<file path="src/rtl/zone_harvest_detector_pkg.sv">
`default_nettype none
// +------------------------------------------------------------------+
// | farm_pkg                                                          |
// | Shared types, defaults and helpers for the zone harvest detector. |
// | Revision: 1.0                                                     |
// +------------------------------------------------------------------+
package farm_pkg;

    typedef enum logic [1:0] {
        WAIT_FRAME = 2'd0,
        ACTIVE     = 2'd1,
        EVAL       = 2'd2
    } state_t;

    localparam int DEF_DATA_W    = 8;
    localparam int DEF_NUM_ZONES = 4;
    localparam int DEF_ZONE_PIX  = 40;
    localparam int DEF_CNT_W     = 16;
    localparam int DEF_CONFIRM   = 3;

    // Alert when at least half of the zones (rounded up) are ready.
    function automatic logic harvest_majority(input int unsigned level, input int unsigned zones);
        return level >= (zones + 1) / 2;
    endfunction

endpackage
`default_nettype wire

</file>
<file path="src/rtl/zone_harvest_detector_if.sv">
`default_nettype none
// +------------------------------------------------------------------+
// | zone_harvest_detector_if                                          |
// | Camera pixel stream with HREF/VSYNC framing.                      |
// | Revision: 1.0                                                     |
// +------------------------------------------------------------------+
interface zone_harvest_detector_if #(
    parameter int DATA_W = 8
);
    logic              href;
    logic              vsync;
    logic [DATA_W-1:0] data;

    modport master (output href, vsync, data);
    modport slave  (input  href, vsync, data);
endinterface
`default_nettype wire

</file>
<file path="src/rtl/zone_harvest_detector_zone_confirm.sv">
`default_nettype none
// +------------------------------------------------------------------+
// | zone_confirm                                                      |
// | Per-zone saturating green counter and consecutive-frame confirm.  |
// | Revision: 1.0                                                     |
// +------------------------------------------------------------------+
module zone_confirm #(
    parameter int CNT_W   = 16,
    parameter int CONFIRM = 3
) (
    input  wire logic             clk,
    input  wire logic             rst,
    input  wire logic             clear,
    input  wire logic             inc,
    input  wire logic             eval,
    input  wire logic [CNT_W-1:0] zone_thresh,
    output logic                  ready,
    output logic                  ready_eval,
    output logic                  sat_hit
);
    localparam int CONF_W = $clog2(CONFIRM + 1);

    logic [CNT_W-1:0]  count;
    logic [CONF_W-1:0] conf;
    logic [CONF_W-1:0] conf_nxt;

    assign sat_hit = inc && (count == '1);

    always_comb begin
        conf_nxt = '0;
        if (count >= zone_thresh) begin
            conf_nxt = (conf == CONF_W'(CONFIRM)) ? conf : conf + CONF_W'(1);
        end
        ready_eval = (conf_nxt == CONF_W'(CONFIRM));
    end

    always_ff @(posedge clk) begin
        if (rst) begin
            count <= '0;
            conf  <= '0;
            ready <= 1'b0;
        end else begin
            if (clear) begin
                count <= '0;
            end else if (inc && (count != '1)) begin
                count <= count + CNT_W'(1);
            end
            if (eval) begin
                conf  <= conf_nxt;
                ready <= ready_eval;
            end
        end
    end
endmodule
`default_nettype wire

</file>
<file path="src/rtl/zone_harvest_detector.sv">
`default_nettype none
// +------------------------------------------------------------------+
// | zone_harvest_detector                                             |
// | Splits each camera line into column zones and flags ready trays.  |
// | Revision: 1.0                                                     |
// +------------------------------------------------------------------+
module zone_harvest_detector
    import farm_pkg::*;
#(
    parameter int DATA_W    = DEF_DATA_W,
    parameter int NUM_ZONES = DEF_NUM_ZONES,
    parameter int ZONE_PIX  = DEF_ZONE_PIX,
    parameter int CNT_W     = DEF_CNT_W,
    parameter int CONFIRM   = DEF_CONFIRM
) (
    input  wire logic                             clk,
    input  wire logic                             rst,
    zone_harvest_detector_if.slave                cam,
    input  wire logic [DATA_W-1:0]                green_thresh,
    input  wire logic [CNT_W-1:0]                 zone_thresh,
    output logic [NUM_ZONES-1:0]                  zone_ready,
    output logic [$clog2(NUM_ZONES+1)-1:0]        alert_level,
    output logic                                  harvest_alert,
    output logic                                  frame_done,
    output logic                                  fault_detected
);
    localparam int LVL_W  = $clog2(NUM_ZONES + 1);
    localparam int ZIDX_W = $clog2(NUM_ZONES + 1);
    localparam int SUB_W  = (ZONE_PIX > 1) ? $clog2(ZONE_PIX) : 1;

    state_t             state, state_nxt;
    logic               vs_d;
    logic               frame_start, frame_end;
    logic               frame_entry, pix_en, eval_en;
    logic [DATA_W-1:0]  gthr_sh;
    logic [CNT_W-1:0]   zthr_sh;
    logic [ZIDX_W-1:0]  zone_idx;
    logic [SUB_W-1:0]   sub_cnt;
    logic [NUM_ZONES-1:0] ready_eval;
    logic [NUM_ZONES-1:0] sat_hit;
    logic [LVL_W-1:0]   level_nxt;

    assign frame_start = vs_d && !cam.vsync;
    assign frame_end   = !vs_d && cam.vsync;

    always_ff @(posedge clk) begin
        if (rst) state <= WAIT_FRAME;
        else     state <= state_nxt;
    end

    always_comb begin
        state_nxt = state;
        case (state)
            WAIT_FRAME: if (frame_start) state_nxt = ACTIVE;
            ACTIVE:     if (frame_end)   state_nxt = EVAL;
            EVAL:       state_nxt = frame_start ? ACTIVE : WAIT_FRAME;
            default:    state_nxt = WAIT_FRAME;
        endcase
    end

    always_comb begin
        frame_entry = frame_start && (state != ACTIVE);
        pix_en      = (state == ACTIVE) && cam.href;
        eval_en     = (state == EVAL);
    end

    // Column position within the line; zone_idx parks at NUM_ZONES so trailing pixels are dropped.
    always_ff @(posedge clk) begin
        if (rst) begin
            vs_d     <= 1'b0;
            gthr_sh  <= '0;
            zthr_sh  <= '0;
            zone_idx <= '0;
            sub_cnt  <= '0;
        end else begin
            vs_d <= cam.vsync;
            if (frame_entry) begin
                gthr_sh  <= green_thresh;
                zthr_sh  <= zone_thresh;
                zone_idx <= '0;
                sub_cnt  <= '0;
            end else if (state == ACTIVE && !cam.href) begin
                zone_idx <= '0;
                sub_cnt  <= '0;
            end else if (pix_en) begin
                if (sub_cnt == SUB_W'(ZONE_PIX - 1)) begin
                    sub_cnt <= '0;
                    if (zone_idx != ZIDX_W'(NUM_ZONES)) zone_idx <= zone_idx + ZIDX_W'(1);
                end else begin
                    sub_cnt <= sub_cnt + SUB_W'(1);
                end
            end
        end
    end

    for (genvar i = 0; i < NUM_ZONES; i++) begin : g_zone
        zone_confirm #(
            .CNT_W   (CNT_W),
            .CONFIRM (CONFIRM)
        ) u_zone (
            .clk         (clk),
            .rst         (rst),
            .clear       (frame_entry),
            .inc         (pix_en && (zone_idx == ZIDX_W'(i)) && (cam.data > gthr_sh)),
            .eval        (eval_en),
            .zone_thresh (zthr_sh),
            .ready       (zone_ready[i]),
            .ready_eval  (ready_eval[i]),
            .sat_hit     (sat_hit[i])
        );
    end

    always_comb begin
        level_nxt = '0;
        for (int i = 0; i < NUM_ZONES; i++) level_nxt = level_nxt + LVL_W'(ready_eval[i]);
    end

    always_ff @(posedge clk) begin
        if (rst) begin
            alert_level    <= '0;
            harvest_alert  <= 1'b0;
            frame_done     <= 1'b0;
            fault_detected <= 1'b0;
        end else begin
            frame_done <= eval_en;
            if (eval_en) begin
                alert_level   <= level_nxt;
                harvest_alert <= harvest_majority(32'(level_nxt), NUM_ZONES);
            end
            if (|sat_hit) fault_detected <= 1'b1;
        end
    end
endmodule
`default_nettype wire

</file>
<file path="src/flat_wrapper.sv">
// flat-port wrapper written by rule: the top's interface ports become plain ports
module zone_harvest_detector_flat import farm_pkg::*;
#(
    parameter int DATA_W    = DEF_DATA_W,
    parameter int NUM_ZONES = DEF_NUM_ZONES,
    parameter int ZONE_PIX  = DEF_ZONE_PIX,
    parameter int CNT_W     = DEF_CNT_W,
    parameter int CONFIRM   = DEF_CONFIRM
)
  (clk, rst, green_thresh, zone_thresh, zone_ready, alert_level, harvest_alert, frame_done, fault_detected, cam_href, cam_vsync, cam_data);
  zone_harvest_detector_if #(.DATA_W(DATA_W)) cam_i ();
  input  wire logic clk;
  input  wire logic rst;
  input  wire logic [DATA_W-1:0] green_thresh;
  input  wire logic [CNT_W-1:0] zone_thresh;
  output logic [NUM_ZONES-1:0] zone_ready;
  output logic [$clog2(NUM_ZONES+1)-1:0] alert_level;
  output logic harvest_alert;
  output logic frame_done;
  output logic fault_detected;
  input wire logic [$bits(cam_i.href)-1:0] cam_href;
  input wire logic [$bits(cam_i.vsync)-1:0] cam_vsync;
  input wire logic [$bits(cam_i.data)-1:0] cam_data;
  assign cam_i.href = cam_href;
  assign cam_i.vsync = cam_vsync;
  assign cam_i.data = cam_data;
  zone_harvest_detector #(.DATA_W(DATA_W), .NUM_ZONES(NUM_ZONES), .ZONE_PIX(ZONE_PIX), .CNT_W(CNT_W), .CONFIRM(CONFIRM)) u_core (.clk(clk), .rst(rst), .cam(cam_i), .green_thresh(green_thresh), .zone_thresh(zone_thresh), .zone_ready(zone_ready), .alert_level(alert_level), .harvest_alert(harvest_alert), .frame_done(frame_done), .fault_detected(fault_detected));
endmodule
</file>
<file path="config.mk">
export PLATFORM = sky130hd
export DESIGN_NAME = zone_harvest_detector_flat
export DESIGN_NICKNAME = d
export VERILOG_FILES = /design/src/rtl/zone_harvest_detector_pkg.sv /design/src/rtl/zone_harvest_detector_if.sv /design/src/rtl/zone_harvest_detector_zone_confirm.sv /design/src/rtl/zone_harvest_detector.sv /design/src/flat_wrapper.sv
export SDC_FILE = /design/constraint.sdc
export NUM_CORES = 1
export LEC_CHECK = 0
export ABC_AREA = 0
export CORE_MARGIN = 1.5
export CORE_UTILIZATION = 54
export CTS_CLUSTER_DIAMETER = 100
export DETAILED_ROUTE_END_ITERATION = 8
export PLACE_DENSITY = 0.77
export SLEW_MARGIN = 15
export SYNTH_ARGS = -nofsm -noshare
export SYNTH_HDL_FRONTEND = slang
export SYNTH_SLANG_ARGS = --single-unit
</file>
<file path="constraint.sdc">
create_clock -name clk -period 2.65 [get_ports clk]
set_input_delay 0.53 -clock clk [delete_from_list [all_inputs] [get_ports clk]]
set_output_delay 0.53 -clock clk [all_outputs]
set_load 0.005 [all_outputs]
</file>
**Yosys cells after proc, flatten, opt, wreduce, memory -nomap -nowiden**

Cells that the tools add are included.

- Flip-flop bits (word level): 118
- Latch bits: 0
- RAM bits: 0
- ROM bits: 0
- Bits of input ports: 36
- Output and inout port bits: 10
- Logic and storage cells: 111
- Memories: 0

- Add/sub/neg operators: 13
- $mul: 0
- Divide/modulo/power cells: 0
- Order comparisons: 6
- Equal/unequal tests: 26
- Shifts and indexed selects: 0
- Multiplexer cells: 13
- Bitwise logic cells: 0
- Reductions and logical operators: 31

Operator list:

| operator | count |
|---|---|
| 16-bit by 1-bit adder with 16-bit output, second input constant | 4 |
| 16-bit equality test, second input constant | 4 |
| 16-bit greater-or-equal comparator | 4 |
| 16-bit inequality test, second input constant | 4 |
| 1-bit logical AND | 21 |
| 2-bit 2-to-1 mux | 10 |
| 2-bit equality test, second input constant | 9 |
| 2-bit by 1-bit adder with 2-bit output, second input constant | 4 |
| 8-bit greater-than comparator | 1 |
| 3-bit by 1-bit adder with 3-bit output | 2 |
| 6-bit by 1-bit adder with 6-bit output, second input constant | 1 |
| 3-bit by 2-bit equality test with 1-bit output, second input constant | 2 |
| 6-bit equality test, second input constant | 1 |
| 6-bit 2-to-1 mux | 1 |
| 2-bit by 1-bit inequality test with 1-bit output, second input constant | 3 |
| 2-bit case mux with 3 select lines | 1 |
| 4-bit OR reduction | 1 |
| 3-bit by 1-bit adder with 3-bit output, second input constant | 1 |
| 3-bit by 1-bit equality test with 1-bit output, second input constant | 1 |
| 3-bit by 2-bit greater-or-equal comparator with 1-bit output, second input constant | 1 |
| 1-bit zero test | 3 |
| 3-bit zero test | 1 |
| 3-bit inequality test, second input constant | 1 |
| 3-bit AND reduction | 1 |
| other kinds (7) | 7 |

**Depth between registers and ports, before layout**

- Word-level depth: 8
- Mapped depth: 14
- Depth with buffers taken out: 14

**Hierarchy**

From an unflattened synthesis, not the netlist that was laid out.

- Cells, all modules: 879
- Area total of the unflattened synthesis: 7313.3 um^2

By module, submodules not included:

| module | instances | cells an instance | area each (um^2) | seq. area each (um^2) |
|---|---|---|---|---|
| zone_confirm at u_core.g_zone[0].u_zone ... | 3 | 159 | 1333.8 | 380.4 |
| zone_harvest_detector | 1 | 240 | 1991.9 | 840.8 |
| zone_confirm at u_core.g_zone[3].u_zone | 1 | 162 | 1320.0 | 380.4 |

**Worst setup path after synthesis**

No wires, ideal clock.

- Kind: reg2reg
- Start point: register u_core.zthr_sh[2]
- End point: register u_core.alert_level[1]
- Library setup time: 0.132 ns
- Arrival: 2.679 ns
- Required time: 2.518 ns
- Slack: -0.161 ns
- Stages on the path, launching flop included: 14
- Buffers on the path: 0
- Period minus slack after synthesis: 2.811 ns
- Cells stage by stage: dfxtp_1 > inv_1 > ha_1 > a211o_1 > a31oi_1 > o31ai_1 > a211o_1 > and2_1 > ha_1 > fa_1 > inv_1 > ha_1 > nand2_1 > a21oi_1

- Word-level cells in the longest chain between the ends: 6
- Elaborated cells on any way between the ends: 15
- Those cells by class: 3 x add/sub; 4 x order compare; 4 x eq/ne; 4 x mux

Ends and longest elaborated chain:

| element | RTL line | RTL |
|---|---|---|
| start, declared | zone_harvest_detector.sv:36 | `logic [CNT_W-1:0] zthr_sh;` |
| start signal, assigned | zone_harvest_detector.sv:79 | `zthr_sh <= zone_thresh;` |
| 16-bit greater-or-equal comparator | zone_harvest_detector_zone_confirm.sv:31 | `if (count >= zone_thresh) begin` |
| 2-bit 2-to-1 mux | zone_harvest_detector_zone_confirm.sv:31 |  |
| 2-bit equality test | zone_harvest_detector_zone_confirm.sv:34 | `ready_eval = (conf_nxt == CONF_W'(CONFIRM));` |
| via u_core.g_zone[0].u_zone.ready_eval | zone_harvest_detector_zone_confirm.sv:18 | `output logic ready_eval,` |
| 1-bit by 1-bit adder with 2-bit output | zone_harvest_detector.sv:115 | `for (int i = 0; i < NUM_ZONES; i++) level_nxt = level_nxt + LVL_W'(ready_eval[i]);` |
| 3-bit by 1-bit adder with 3-bit output (2 in series) | zone_harvest_detector.sv:115 |  |
| via u_core.level_nxt[1] | zone_harvest_detector.sv:41 | `logic [LVL_W-1:0] level_nxt;` |
| end signal, assigned | zone_harvest_detector.sv:127 | `alert_level <= level_nxt;` |
| end, declared | zone_harvest_detector.sv:22 | `output logic [$clog2(NUM_ZONES+1)-1:0] alert_level,` |

The timed path passes the listed nets, and every way through them passes these cells.
A chain may end at the register's enable or synchronous reset.

**Final worst setup path**

- Start point: register u_core.zthr_sh[2]
- End point: register u_core.alert_level[2]

Same word-level chain as after synthesis.

==> metrics.md <==
| Metric | Value |
|---|---|
| Status | complete, but fails checks |
| Failing checks | negative setup slack |
| Switching power | 1.08 mW |
| Ant. Diodes | 0 |
| Core Area | 12700 µm² |
| Main area contributors after synthesis | dfxtp_1 (33%), ha_1 (15%), a21oi_1 (7.7%) |
| TritonCTS clock tree | built |
| WL/cell | 17.4 µm |
| Final period utilization | 1.08 |
| Distinct cells, synth | 60 |
| Slew headroom | 0.567 |
| Max_cap viols | 0 |
| Multi-input combinational cell area | 4620 µm² |
| Internal power | 3.50 mW |
| Port Buf Inserts | 45 |
| First-pass GRT wire length | 32000 µm |
| RSZ-0062 raised after global routing | true |
| Worst setup SP type | flip-flop |
| Layout cells sized above 1 | 0.184 |
| Critical Path RT | 2.94 ns |
| Slowest stage cell on the critical path | fa_2 |
| Max VDD drop | 0.489 mV |
| Setup Skew | 0.0187 ns |
| Grt ovf | 0 |
| Post-synth EDFFs | 0 |
| Max stage delay on crit path | 0.34 ns |
| Clk sinks | 118 |
| Clock tree root driver cell | clkbuf_16 |
| Register area share after synthesis | 0.335 |
| Gpl congestion | 0.917 |
| Design area | 9220 µm² |
| Mapped Cells | 864 |
| Fmax | 350 MHz |
| Tot GR Track Use | 0.305 |
| Sw Ratio | 0.235 |
| Clock latency on the worst-skew pair | 0.43 ns |
| Dpl hpwl | 14000 µm |
| Mapped cell area | 7050 µm² |
| Die Wd | 117 µm |
| Placed cell area | 8350 µm² |
| Synthesis Warnings | 0 |
| Pre-antenna DRT Iters | 5 |
| Starting Density | 0.557 |
| Die height | 117 µm |
| Pwr per Cell Area | 497 nW/µm² |
| Worst Tran Pin Value | 0.650 ns |
| ANT nets after route | 0 |
| Share of the synthesized area in the top cell type | 0.335 |
| Final min period | 2.86 ns |
| Commonest non-fill, non-tap cell in the layout | dfxtp_1 |
| Design Power | 4.58 mW |
| Iter 0 DRT Violations | 541 |
| Clk buf depth | 2 |
| Setup TNS | -0.547 ns |
| Final setup violation count | 4 |
| Synth-to-layout area growth | 30.7% |
| DIE AREA | 13800 µm² |
| Crit. End Element | flip-flop |
| # H-tree levels | 4 |
| Vias per cell | 6.04 |
| Clock power share | 0.519 |
| Via count | 7093 |
| Slew Viols, Final | 0 |
| Drt drc | 0 |
| Most frequent cells in the layout | dfxtp_1 (110), a21oi_1 (105), nand2_1 (100) |
| WP data arrival | 3.15 ns |
| Worst-path clk slew | 0.06 ns |
| Most frequent CP cell | ha_4 |
| Num CTS Buffers | 17 |
| Number of global-route vias before repair | 6546 |
| Seq pwr share | 0.393 |
| Worst min-delay path category | reg2reg |
| Filler Cell Count | 1001 |
| Largest area contributor in the netlist | dfxtp_1 |
| Register Area | 2370 µm² |
| Initial antenna violation count | 0 |
| Post-synth net total | 986 |
| Final hold slack | 0.444 ns |
| Pin count of the biggest net entering global routing | 52 |
| IO Count | 46 |
| Final Hold Fails | 0 |
| Logic pwr share | 0.088 |
| Setup WS post-layout | -0.209 ns |
| Fin nets | 1111 |
| Post-Syn Area per Cell | 8.16 µm² |
| Row cnt | 41 |
| CP max FO | 2 |
| FFs w/ async S/R, synth | 0 |
| Flop and latch count out of synthesis | 118 |
| Final wirelength | 20400 µm |
| Synth Flop Type | dfxtp_1 |
| WS Path Type | reg2reg |
| Pleak | 3.45 nW |
| CP cell instances | inv_2, ha_4, a211o_1, a31oi_2, o31ai_2, a211o_1, and2_4, ha_4, fa_2, buf_4, ha_4, nand2_1, a21oi_1 |
==> flip-flops by register name, indices dropped and copies added (netlist names) <==
name / flops
u_core.alert_level: 3
u_core.fault_detected: 1
u_core.frame_done: 1
u_core.g_zone.u_zone.conf: 8
u_core.g_zone.u_zone.count: 64
u_core.g_zone.u_zone.ready: 4
u_core.gthr_sh: 8
u_core.harvest_alert: 1
u_core.state: 2
u_core.sub_cnt: 6
u_core.vs_d: 1
u_core.zone_idx: 3
u_core.zthr_sh: 16
==> what timing repair did <==
item                       CTS  global route
pin swaps                   12             7
hold buffers                 0             0
buffers inserted             2             5
gates resized for setup     25            25
setup endpoints to repair    4            15
==> kinds of logic (layout without fill, tap and decap cells) <==
group	Yosys count	after routing	synth area share
compound gates	224	224	0.189
simple gates	343	343	0.256
buf+inv	77	215	0.0463
flops	118	118	0.335
xor+xnor	13	13	0.0161
mux	3	3	0.00426
fa+ha+maj	86	86	0.154
==> synth_stat cells (2+ instances only) <==
library cell and n:
o211ai_1 11, nor3_1 9, xor2_1 8, o21a_1 6, nand2_1 101, ha_1 85
o311ai_0 2, o41ai_1 7, nand3_1 39, o21ai_2 2, nand4_1 31, buf_2 6
a211o_1 2, nand2b_1 12, nor2b_1 9, dfxtp_1 118, mux2i_1 3, o21ai_1 11
nor4_1 5, a211oi_1 6, xnor2_1 5, or3_1 30, and2_1 4, a31oi_1 3
nor3b_1 3, and3_1 14, buf_4 6, a21o_1 5, inv_1 40, clkbuf_1 23
nor2_1 44, and4_1 6, nand3b_1 6, or4_1 21, o21ai_0 37, o31ai_1 13
a21oi_1 108
==> stage by stage <==
step | std cells | util | setup WS [ns]
after floorplan | 864 | - | -0.00680
after global routing | 1174 | 0.727 | -0.246
final | 1174 | 0.727 | -0.209
after global placement | 1137 | 0.659 | -0.242
after detailed placement | 1137 | 0.659 | -0.304
after CTS | 1169 | 0.714 | -0.0788
==> final timing paths <==
path | cells past startpoint | startpoint | end | slack (ns)
max | 13 | u_core.zthr_sh[2] | u_core.alert_level[2] | -0.21
min | 1 | u_core.vs_d | u_core.state[1] | 0.44
max reg2reg | 13 | u_core.zthr_sh[2] | u_core.alert_level[2] | -0.21
min reg2reg | 1 | u_core.vs_d | u_core.state[1] | 0.44
==> per-layer routing <==
metal | track usage | vias to the layer above | wire [µm]
met2 | 0.514 | 286 | 9840
met1 | 0.378 | 3320 | 8570
met5 | 0 | - | 0
met4 | 0.112 | 0 | 605
li1 | - | 3427 | -
met3 | 0.0772 | 60 | 1420
==> cell type report <==
| cell class | instances | area share |
|---|---|---|
| inverters | 40 | 0.0163 |
| well taps | 172 | 0.0234 |
| clock inverters | 12 | 0.0164 |
| multi-input cells | 669 | 0.501 |
| repair buffers | 143 | 0.135 |
| clock buffers | 20 | 0.0496 |
| flip-flops and latches | 118 | 0.258 |
==> power groups by stage <==
stage | Combinational [mW] | Clock [mW] | Sequential, mW
floorplan | 0.172 | 0 | 1.84
global placement | 0.365 | 0 | 1.84
detailed placement | 0.370 | 0 | 1.84
CTS | 0.384 | 2.40 | 1.80
global route | 0.435 | 2.48 | 1.80
finish | 0.401 | 2.38 | 1.80
==> worst max-delay path, delay by kind of cell, from the launching register on <==
| kind | cells | cell delay [ns] |
|---|---|---|
| AO/OA/AOI/OAI | 5 | 1.07 |
| adder cells (fa/ha/maj) | 4 | 0.89 |
| buffers and inverters | 2 | 0.20 |
| flip-flops | 1 | 0.33 |
| AND/OR/NAND/NOR | 2 | 0.21 |
Power figures use the tool's default switching activity.
